--- src/rtl/pipe_ctrl_pkg.sv ---
// Shared definitions for the pipeline control slice: FSM encoding,
// register-index constants, control-field widths and the load-use check.
package pipe_ctrl_pkg;

  // Memory-wait FSM encoding
  localparam logic [0:0] RUN      = 1'b0;
  localparam logic [0:0] MEM_WAIT = 1'b1;

  // Register file indexing; x0 is hard-wired to zero and never a hazard
  localparam int                   REG_IDX_W = 5;
  localparam logic [REG_IDX_W-1:0] REG_X0    = '0;

  // Control-field widths carried by the pipeline registers
  localparam int EX_CTRL_W = 4;
  localparam int M_CTRL_W  = 2;
  localparam int WB_CTRL_W = 2;

  // A load in EX whose destination is read by the instruction in ID
  function automatic logic load_use_hazard(
    input logic                 ex_mem_read,
    input logic [REG_IDX_W-1:0] ex_rd,
    input logic [REG_IDX_W-1:0] id_rs1,
    input logic [REG_IDX_W-1:0] id_rs2,
    input logic                 id_uses_rs2
  );
    return ex_mem_read && (ex_rd != REG_X0) &&
           ((ex_rd == id_rs1) || (id_uses_rs2 && (ex_rd == id_rs2)));
  endfunction

endpackage

--- src/rtl/pipe_hazard_ctrl_sat_counter.sv ---
// Saturating up-counter with synchronous clear; holds at all-ones.
module sat_counter #(
  parameter int CNT_W = 32
) (
  input  logic             clk,
  input  logic             srst,
  input  logic             en,
  output logic [CNT_W-1:0] count
);

  // Clear has priority; otherwise count enabled cycles until all-ones
  always_ff @(posedge clk) begin
    if (srst) begin
      count <= '0;
    end else if (en && (count != '1)) begin
      count <= count + CNT_W'(1);
    end
  end

endmodule

--- src/rtl/pipe_hazard_ctrl.sv ---
// Stall/flush scheduler for the 5-stage pipeline: load-use bubbles,
// branch squash, data-memory freeze with timeout watchdog, and
// saturating stall/flush performance counters.
module pipe_hazard_ctrl
  import pipe_ctrl_pkg::*;
#(
  parameter int MEM_TIMEOUT = 64,
  parameter int TO_W        = 8,
  parameter int CNT_W       = 32
) (
  input  logic             clk_i,
  input  logic             rst_i,
  input  logic [4:0]       ID_rs1_i,
  input  logic [4:0]       ID_rs2_i,
  input  logic             ID_uses_rs2_i,
  input  logic             EX_MemRead_i,
  input  logic [4:0]       EX_rd_i,
  input  logic             branch_taken_i,
  input  logic             mem_req_i,
  input  logic             mem_ack_i,
  output logic             PC_write_o,
  output logic             IFID_write_o,
  output logic             IFID_flush_o,
  output logic             IDEX_bubble_o,
  output logic             pipe_stall_o,
  output logic             err_o,
  output logic [CNT_W-1:0] stall_cnt_o,
  output logic [CNT_W-1:0] flush_cnt_o
);

  localparam logic [TO_W-1:0] TO_LIMIT = TO_W'(MEM_TIMEOUT);

  logic [0:0]      state_reg, state_next;
  logic [TO_W-1:0] wait_reg, wait_next;
  logic            err_reg;
  logic            hazard;
  logic            timeout;
  logic            memstall;

  assign hazard  = load_use_hazard(EX_MemRead_i, EX_rd_i, ID_rs1_i, ID_rs2_i, ID_uses_rs2_i);
  assign timeout = (state_reg == MEM_WAIT) && (wait_reg == TO_LIMIT) && !mem_ack_i;
  assign memstall = ((state_reg == MEM_WAIT) && !mem_ack_i && !timeout) ||
                    ((state_reg == RUN) && mem_req_i && !mem_ack_i);

  // Prioritised pipeline controls: reset, memory freeze, load-use, branch
  always_comb begin
    PC_write_o    = 1'b1;
    IFID_write_o  = 1'b1;
    IFID_flush_o  = 1'b0;
    IDEX_bubble_o = 1'b0;
    pipe_stall_o  = 1'b0;
    if (rst_i) begin
      PC_write_o    = 1'b0;
      IFID_write_o  = 1'b0;
      IDEX_bubble_o = 1'b1;
      pipe_stall_o  = 1'b1;
    end else if (memstall) begin
      // Whole pipe frozen; hazard/branch are re-evaluated once it moves
      PC_write_o    = 1'b0;
      IFID_write_o  = 1'b0;
      pipe_stall_o  = 1'b1;
    end else if (hazard) begin
      // Hold IF/ID, inject one bubble while the load drains from ID/EX
      PC_write_o    = 1'b0;
      IFID_write_o  = 1'b0;
      IDEX_bubble_o = 1'b1;
    end else if (branch_taken_i) begin
      IFID_flush_o  = 1'b1;
    end
  end

  // Next-state logic for the memory-wait FSM and its wait counter
  always_comb begin
    state_next = state_reg;
    wait_next  = wait_reg;
    case (state_reg)
      RUN: begin
        if (mem_req_i && !mem_ack_i) begin
          state_next = MEM_WAIT;
          wait_next  = TO_W'(1);
        end
      end
      default: begin
        if (mem_ack_i || timeout) begin
          state_next = RUN;
          wait_next  = '0;
        end else if (wait_reg != '1) begin
          wait_next  = wait_reg + TO_W'(1);
        end
      end
    endcase
  end

  // FSM state, wait counter and sticky timeout flag
  always_ff @(posedge clk_i) begin
    if (rst_i) begin
      state_reg <= RUN;
      wait_reg  <= '0;
      err_reg   <= 1'b0;
    end else begin
      state_reg <= state_next;
      wait_reg  <= wait_next;
      if (timeout) begin
        err_reg <= 1'b1;
      end
    end
  end

  assign err_o = err_reg;

  sat_counter #(.CNT_W(CNT_W)) u_stall_cnt (
    .clk   (clk_i),
    .srst  (rst_i),
    .en    (!PC_write_o),
    .count (stall_cnt_o)
  );

  sat_counter #(.CNT_W(CNT_W)) u_flush_cnt (
    .clk   (clk_i),
    .srst  (rst_i),
    .en    (IFID_flush_o),
    .count (flush_cnt_o)
  );

endmodule

--- config.mk ---
export PLATFORM = sky130hd
export DESIGN_NAME = pipe_hazard_ctrl
export DESIGN_NICKNAME = d
export VERILOG_FILES = /design/src/rtl/pipe_ctrl_pkg.sv /design/src/rtl/pipe_hazard_ctrl_sat_counter.sv /design/src/rtl/pipe_hazard_ctrl.sv
export SDC_FILE = /design/constraint.sdc
export NUM_CORES = 1
export LEC_CHECK = 0
export ABC_AREA = 1
export CORE_MARGIN = 1.5
export CORE_UTILIZATION = 53
export DETAILED_ROUTE_END_ITERATION = 7
export PLACE_DENSITY = 0.81
export SLEW_MARGIN = 20
export SYNTH_ARGS = -nofsm -noshare
export SYNTH_HDL_FRONTEND = slang
export SYNTH_HIERARCHICAL = 1
export SYNTH_SLANG_ARGS = --single-unit
--- constraint.sdc ---
create_clock -name clk_i -period 2.9 [get_ports clk_i]
set_clock_uncertainty 0.05 [all_clocks]
set_input_delay 0.29 -clock clk_i [delete_from_list [all_inputs] [get_ports clk_i]]
set_output_delay 0.29 -clock clk_i [all_outputs]
set_load 0.01 [all_outputs]
==> results of run 1 <==
==> per-stage QoR <==
stage / total power [mW] / hold WS [ns] / instances / utilization / instance area [sq um]
2_1_floorplan: 1.166 / 0.3091 / 791 / - / 4996
3_3_place_gp: 1.247 / 0.4005 / 982 / 0.6476 / 5956
3_5_place_dp: 1.255 / 0.4107 / 982 / 0.6476 / 5956
4_1_cts: 2.345 / 0.4324 / 998 / 0.6773 / 6228
5_1_grt: 2.414 / 0.4654 / 998 / 0.6793 / 6247
6_report: 2.331 / 0.4268 / 998 / 0.6793 / 6247
==> repair_timing <==
item                                    4_1_cts  5_1_grt
buffers inserted                              0        0
endpoints found under the setup margin        0        5
gates resized for setup                       0        7
hold buffers                                  0        0
==> path summary, 6_finish.rpt <==
| kind | cells past startpoint | to | start | slack, ns |
|---|---|---|---|---|
| worst max-delay path | 20 | u_flush_cnt/count[17] | wait_reg[0] | 0.31 |
| worst min-delay path | 1 | err_o | err_o | 0.43 |
| worst max register to register | 20 | u_flush_cnt/count[17] | wait_reg[0] | 0.31 |
| worst min register to register | 1 | err_o | err_o | 0.43 |
==> metal layers <==
metal  GRT usage  part of all wire  vias up
met5           0                 0        -
met4      0.1051             0.018        0
met3     0.03900             0.053       24
met2      0.4741              0.50      189
met1      0.3265              0.43     2464
li1            -                 -     2700
==> cell usage in the layout, fill, tap and decap left out, drive strengths merged <==
master         instances
a21boi                 1
a21oi                 46
a31oi                 10
and2                   2
buf                    7
bufinv                 4
clkbuf                 9
clkdlybuf4s50         88
clkinv                 3
dfxtp                 74
dlymetal6s2s           3
ha                     4
inv                   91
nand2                232
nand3                 76
nand3b                 2
nand4                 33
nor2                 178
nor3                   8
o21a                   1
o21ai                  5
or2                    2
xnor2                  1
xor2                   7
==> area by class of cell <==
type	instances	area, sq um
Clock inverter	7	148.9
Fill cell	798	2949
Inverter	91	341.6
Timing Repair Buffer	98	987.2
Tap cell	111	138.9
Clock buffer	9	123.9
Multi-Input combinational cell	608	3025
Sequential cell	74	1481
==> power groups by stage <==
stage / registers [mW] / logic (mW) / clock network [mW]
after floorplan: 1.06 / 0.107 / 0
after global placement: 1.06 / 0.188 / 0
after detailed placement: 1.06 / 0.195 / 0
after CTS: 1.04 / 0.196 / 1.11
after global routing: 1.04 / 0.216 / 1.16
final: 1.04 / 0.198 / 1.10
==> cell families after synthesis <==
logic type               count (synthesis)  synth area share
AO/OA/AOI/OAI                           63           0.06887
XOR/XNOR                                 8           0.01403
adder cells (fa/ha/maj)                  4           0.01002
buffers and inverters                  109           0.09943
flip-flops                              74            0.2965
AND/OR/NAND/NOR                        533            0.5111
==> worst max-delay path, cell delays in order, from the launching register on <==
cell and delay (ns):
dfxtp_1 0.34, inv_1 0.08, ha_1 0.14, nand2_1 0.05, nor2_2 0.15, nand2_4 0.10, nand2_2 0.11, a21boi_2 0.08
nor2_2 0.10, nand2_1 0.10, nor2_2 0.14, buf_12 0.15, inv_2 0.04, nor2_1 0.19, nand2_1 0.12, inv_2 0.09
nand2_1 0.08, nor2_1 0.16, nand3_2 0.08, nand2_1 0.07, nor2_1 0.05
==> results.md, run 1 <==
* Area leader, netlist: dfxtp_1
* Layout cell share with drive strength beyond 1 at 0.1184
* Die extent in y at 100.1 um
* Fin nets at 908
* Fraction of registers with async set/reset at 0
* Dpl ws at 0.1309 ns
* Max transition margin at 0.6250
* Final setup violation count at 0
* CTS tree: built
* Comb pwr share at 0.085
* CTS sink cnt at 74
* First-pass DRT Iterations at 5
* Initial antenna violation count at 0
* # IOs at 92
* Yosys reg bits at 74
* WL/cell at 13.23 um
* Mapped Area at 4996 sq um
* Max Cap Viol at 0
* Post-route setup TNS at 0 ns
* Initial Utilization at 0.5433
* Top cells by count, synth: nand2_1 (210), nor2_1 (152), inv_1 (82), dfxtp_1 (74), nand3_1 (62)
* DRT Wirelength at 13200 um
* Post-synthesis area per instance at 6.316 sq um
* Inserted Clock Buffers at 9
* Largest net degree at the start of global routing at 42
* Startpoint class of the critical path: flop
* GR Overflow Total at 0
* Layout overhead on the synthesized area at 25.04%
* Vias at 5377
* Switch share at 0.2350
* Yosys cell types at 36
* Worst Tran Pin Value at 0.5605 ns
* Die width at 100.1 um
* Placeable Area at 9196 sq um
* Clk_lat worst skew at 0.35 ns
* Status: finished clean
* Routed vias/inst at 5.388
* Slew Limit Fails at 0
* Pint at 1.783 mW
* Final ANT Viol Nets at 0
* Period utilization at 0.8939
* Synth top area share at 0.2965
* EDFF count, synth at 0
* Clock-pin transition on the worst setup and hold timing paths at 0.09 ns
* Number of synthesis warnings at 6
* Min Tclk post-route at 2.592 ns
* Initial DRC count at 255
* Post-synthesis sequential area ratio at 0.2965
* Worst EP required at 3.09 ns
* Syn_nets at 817
* Net Switching at 547.9 uW
* HP Class: flop to flop
* Clk buf depth at 2
* PnR worst setup slack at 0.3076 ns
* VDD IR max at 0.0002857 V
* Area contributors post-synth: dfxtp_1 (30%), nand2_1 (16%), nor2_1 (11%)
* Worst Setup End Kind: flop
* Final Hold Vio Count at 0
* Pleak at 2.716 nW
* Syn Inst Count at 791
* Overall Global Routing Usage at 0.2676
* Number of global-route vias before repair at 5023
* Total die area at 10020 sq um
* First-pass GRT wire length at 22060 um
* Top_reg_cell synth: dfxtp_1
* ANT cells at 0
* Fmax at 0.3857 GHz
* Worst Path Max Fanout at 15
* Clk root buf: clkbuf_8
* Clock power share at 0.471
* Rows at 35
* Gp weighted congestion at 0.9055
* H-tree Lvls at 3
* Post-DP HPWL at 9619 um
* Pwr Density at 373.2 nW/um^2
* Most frequent cell after synthesis: nand2_1
* WP data arrival at 2.78 ns
* # DRC at 0
* WS Path Type: flop to flop
* Unrepaired setup endpoints after global routing: no
* Seq pwr share at 0.444
* PortBufs at 91
(Power assumes the default switching activity.)
==> run 2, diff against run 1 <==
--- a/config.mk
+++ b/config.mk
@@ -9,6 +9,7 @@
 export CORE_MARGIN = 1.5
 export CORE_UTILIZATION = 53
 export DETAILED_ROUTE_END_ITERATION = 7
+export HOLD_SLACK_MARGIN = 0.1
 export PLACE_DENSITY = 0.81
 export SLEW_MARGIN = 20
 export SYNTH_ARGS = -nofsm -noshare
==> results of run 2 <==
Final layout, timing and power as in run 1 (identical DEF).
==> run 3, diff against run 2 <==
--- a/config.mk
+++ b/config.mk
@@ -7,10 +7,10 @@
 export LEC_CHECK = 0
 export ABC_AREA = 1
 export CORE_MARGIN = 1.5
-export CORE_UTILIZATION = 53
+export CORE_UTILIZATION = 35
 export DETAILED_ROUTE_END_ITERATION = 7
 export HOLD_SLACK_MARGIN = 0.1
-export PLACE_DENSITY = 0.81
+export MAX_ROUTING_LAYER = met4
 export SLEW_MARGIN = 20
 export SYNTH_ARGS = -nofsm -noshare
 export SYNTH_HDL_FRONTEND = slang
==> run 3 against run 2 <==
Sequential power is essentially flat. Clock-buffer cell count is 5 higher. Non-clock buffer count is 7 higher. Sequential share of layout area fell by 0.50 points. Setup slack got worse by 0.14 ns. Combinational power up 2%. Worst hold slack got worse by 0.0059 ns. Final area grew 2.2%. Critical endpoint is now IFID_write_o.
==> results.md, run 3 (synthesized netlist as in run 1, its figures left out) <==
* Max transition margin at 0.6533 (was 0.6250)
* Layout overhead on the synthesized area at 27.75% (was 25.04%)
* Largest net degree at the start of global routing at 42 (unchanged)
* Overall Global Routing Usage at 0.1893 (was 0.2676)
* Die width at 122.5 um (was 100.1 um)
* Initial antenna violation count at 0 (unchanged)
* Placed cell count at 1055 (was 982)
* Clk_lat worst skew at 0.34 ns (was 0.35 ns)
* Die extent in y at 122.5 um (was 100.1 um)
* Clk root buf: clkbuf_16 (was clkbuf_8)
* Final Instance Area at 6382 sq um (was 6247 sq um)
* Routed vias/inst at 4.804 (was 5.388)
* WP data arrival at 2.39 ns (was 2.78 ns)
* Commonest non-fill, non-tap cell in the layout: nand2_1 (unchanged)
* ANT cells at 0 (unchanged)
* CTS tree: built (unchanged)
* Clock power share at 0.466 (was 0.471)
* Min Tclk post-route at 2.734 ns (was 2.592 ns)
* WHS Endpoint: err_o (unchanged)
* CP cell instances: inv_1 > ha_1 > nand2_1 > nor2_2 > nand2_4 > nand2_4 > a21boi_2 > nor2_2 > nand2_1 > buf_6 > inv_1 > clkdlybuf4s50_1 (was inv_1 > ha_1 > nand2_1 > nor2_2 > nand2_4 > nand2_2 > a21boi_2 > nor2_2 > nand2_1 > nor2_2 > buf_12 > inv_2 > nor2_1 > nand2_1 > inv_2 > nand2_1 > nor2_1 > nand3_2 > nand2_1 > nor2_1)
* Switch share at 0.2379 (was 0.2350)
* Initial Utilization at 0.3599 (was 0.5433)
* Post-DP HPWL at 9811 um (was 9619 um)
* Final Hold Vio Count at 0 (unchanged)
* WL/cell at 12.35 um (was 13.23 um)
* PortBufs at 91 (unchanged)
* FF-to-FF End: u_stall_cnt/count[25] (was u_flush_cnt/count[17])
* M2 GR Usage at 0.3094 (was 0.4741)
* Startpoint class of the critical path: flop (unchanged)
* Slowest stage delay, CP at 0.54 ns (was 0.34 ns)
* Status: finished clean (unchanged)
* Slew Limit Fails at 0 (unchanged)
* Fillers at 1474 (was 798)
* GR Overflow Total at 0 (unchanged)
* WS Path Type: flop to output port (was flop to flop)
* Clk buf depth at 2 (unchanged)
* Final setup violation count at 0 (unchanged)
* Pwr Density at 363.6 nW/um^2 (was 373.2 nW/um^2)
* Total die area at 15000 sq um (was 10020 sq um)
* Placed cell area at 6060 sq um (was 5956 sq um)
* Final ANT Viol Nets at 0 (unchanged)
* VDD IR max at 0.0002638 V (was 0.0002857 V)
* Placeable Area at 13880 sq um (was 9196 sq um)
* Worst EP required at 2.56 ns (was 3.09 ns)
* Hold Slack at 0.4209 ns (was 0.4268 ns)
* Worst reg2reg setup slack at 0.36 ns (was 0.31 ns)
* Worst Tran Pin Value at 0.5182 ns (was 0.5605 ns)
* Worst Setup End Kind: output port (was flop)
* Final Non-Filler Cells at 1074 (was 998)
* DRT Wirelength at 13270 um (was 13200 um)
* Initial DRC count at 315 (was 255)
* Post-route setup TNS at 0 ns (unchanged)
* Cts hold-fix bufs at 0 (unchanged)
* Worst Path Max Fanout at 7 (was 15)
* Slowest stage cell, crit path: clkdlybuf4s50_1 (was dfxtp_1)
* Grt met1 use at 0.2361 (was 0.3265)
* # DRC at 0 (unchanged)
* CTS sink cnt at 74 (unchanged)
* Number of global-route vias before repair at 4583 (was 5023)
* # IOs at 92 (unchanged)
* Most frequent cells in the layout: nand2_1 (210), nor2_1 (151), clkdlybuf4s50_1 (91) (was nand2_1 (210), nor2_1 (149), clkdlybuf4s50_1 (88))
* Reg2reg path depth at 19 (was 20)
* Worst R2R Start: wait_reg[0] (unchanged)
* Met3 Use GR at 0.04322 (was 0.03900)
* Period utilization at 0.9428 (was 0.8939)
* First-pass GRT wire length at 22000 um (was 22060 um)
* Layout cell share with drive strength beyond 1 at 0.1208 (was 0.1184)
* Clock-pin transition on the worst setup and hold timing paths at 0.06 ns (was 0.09 ns)
* Fin nets at 915 (was 908)
* First-pass DRT Iterations at 5 (unchanged)
* Net Switching at 552.0 uW (was 547.9 uW)
* Hold Crit Depth at 1 (unchanged)
* Gp weighted congestion at 0.8462 (was 0.9055)
* Rows at 43 (was 35)
* HP Class: flop to flop (unchanged)
* Max Cap Viol at 0 (unchanged)
* Seq pwr share at 0.447 (was 0.444)
* Unrepaired setup endpoints after global routing: no (unchanged)
* Inserted Clock Buffers at 9 (unchanged)
* Pint at 1.768 mW (was 1.783 mW)
* Hold path start: err_o (unchanged)
* GRT Max-Usage Layer: met2 (unchanged)
* Pleak at 2.715 nW (was 2.716 nW)
* Comb pwr share at 0.087 (was 0.085)
* Vias at 5160 (was 5377)
* Fmax at 0.3658 GHz (was 0.3857 GHz)
* H-tree Lvls at 3 (unchanged)
## run 3: changes by cell type in the layout (fill, tap and decap cells not counted), moves of 2 or more
cell	change
buf_4	+8
bufinv_16	-4
clkbuf_1	+2
clkbuf_16	+9
clkbuf_8	-6
clkdlybuf4s50_1	+3
clkinv_2	+2
dlymetal6s2s_1	-3
nor2_1	+2
nor2_2	-3
## run 3: per-layer routing
layer  vias to the layer above  part of all wire
li1                       2723                 -
met1                      2318              0.47
met2                       105              0.48
met3                        14             0.043
met4                         0             0.011
met5                         -                 0
## run 3: worst max-delay path by stage
stage,cells after the start,slack [ns],startpoint,endpoint
CTS,12,0.04,wait_reg[0],IFID_write_o
detailed placement,17,0.09,EX_rd_i[1],u_stall_cnt/count[25]
global route,12,0.01,wait_reg[0],IFID_write_o
global placement,14,0.15,EX_rd_i[0],u_flush_cnt/count[30]
floorplan,19,0.37,wait_reg[0],u_flush_cnt/count[25]
finish,12,0.17,wait_reg[0],IFID_write_o
## run 3: power groups by stage
stage	combinational [mW]	sequential [mW]	clock, mW
2_1_floorplan	0.107	1.06	0
6_report	0.202	1.04	1.08
3_3_place_gp	0.194	1.06	0
3_5_place_dp	0.195	1.06	0
4_1_cts	0.196	1.04	1.12
5_1_grt	0.224	1.04	1.15
## run 3: worst max-delay path: cells and delay by family (launching register included)
family          cells  cell delay (ns)
compound gates      1             0.07
simple gates        6             0.63
fa+ha+maj           1             0.14
flops               1             0.33
buf+inv             4             0.88
## run 3: layout make-up
type	instances	area, sq um	share of cell area
Inverter	91	341.6	0.05352
Tap cell	180	225.2	0.03529
Sequential cell	74	1481	0.2321
Clock inverter	2	10.01	0.001568
Clock buffer	14	274.0	0.04293
Multi-Input combinational cell	608	3030	0.4748
Timing Repair Buffer	105	1020	0.1598
## run 3: timing repair
item / in CTS / in global routing
setup endpoints to repair: 1 / 5
buffers inserted: 0 / 3
hold endpoints to repair: 0 / 0
gates resized for setup: 1 / 3
## run 3: stage by stage
step,utilization,power [mW],worst slack [ns]
finish,0.4598,2.320,0.1659
CTS,0.4572,2.356,0.04302
floorplan,-,1.166,0.3660
global placement,0.4365,1.254,0.1458
detailed placement,0.4365,1.254,0.09423
global route,0.4598,2.417,0.01044
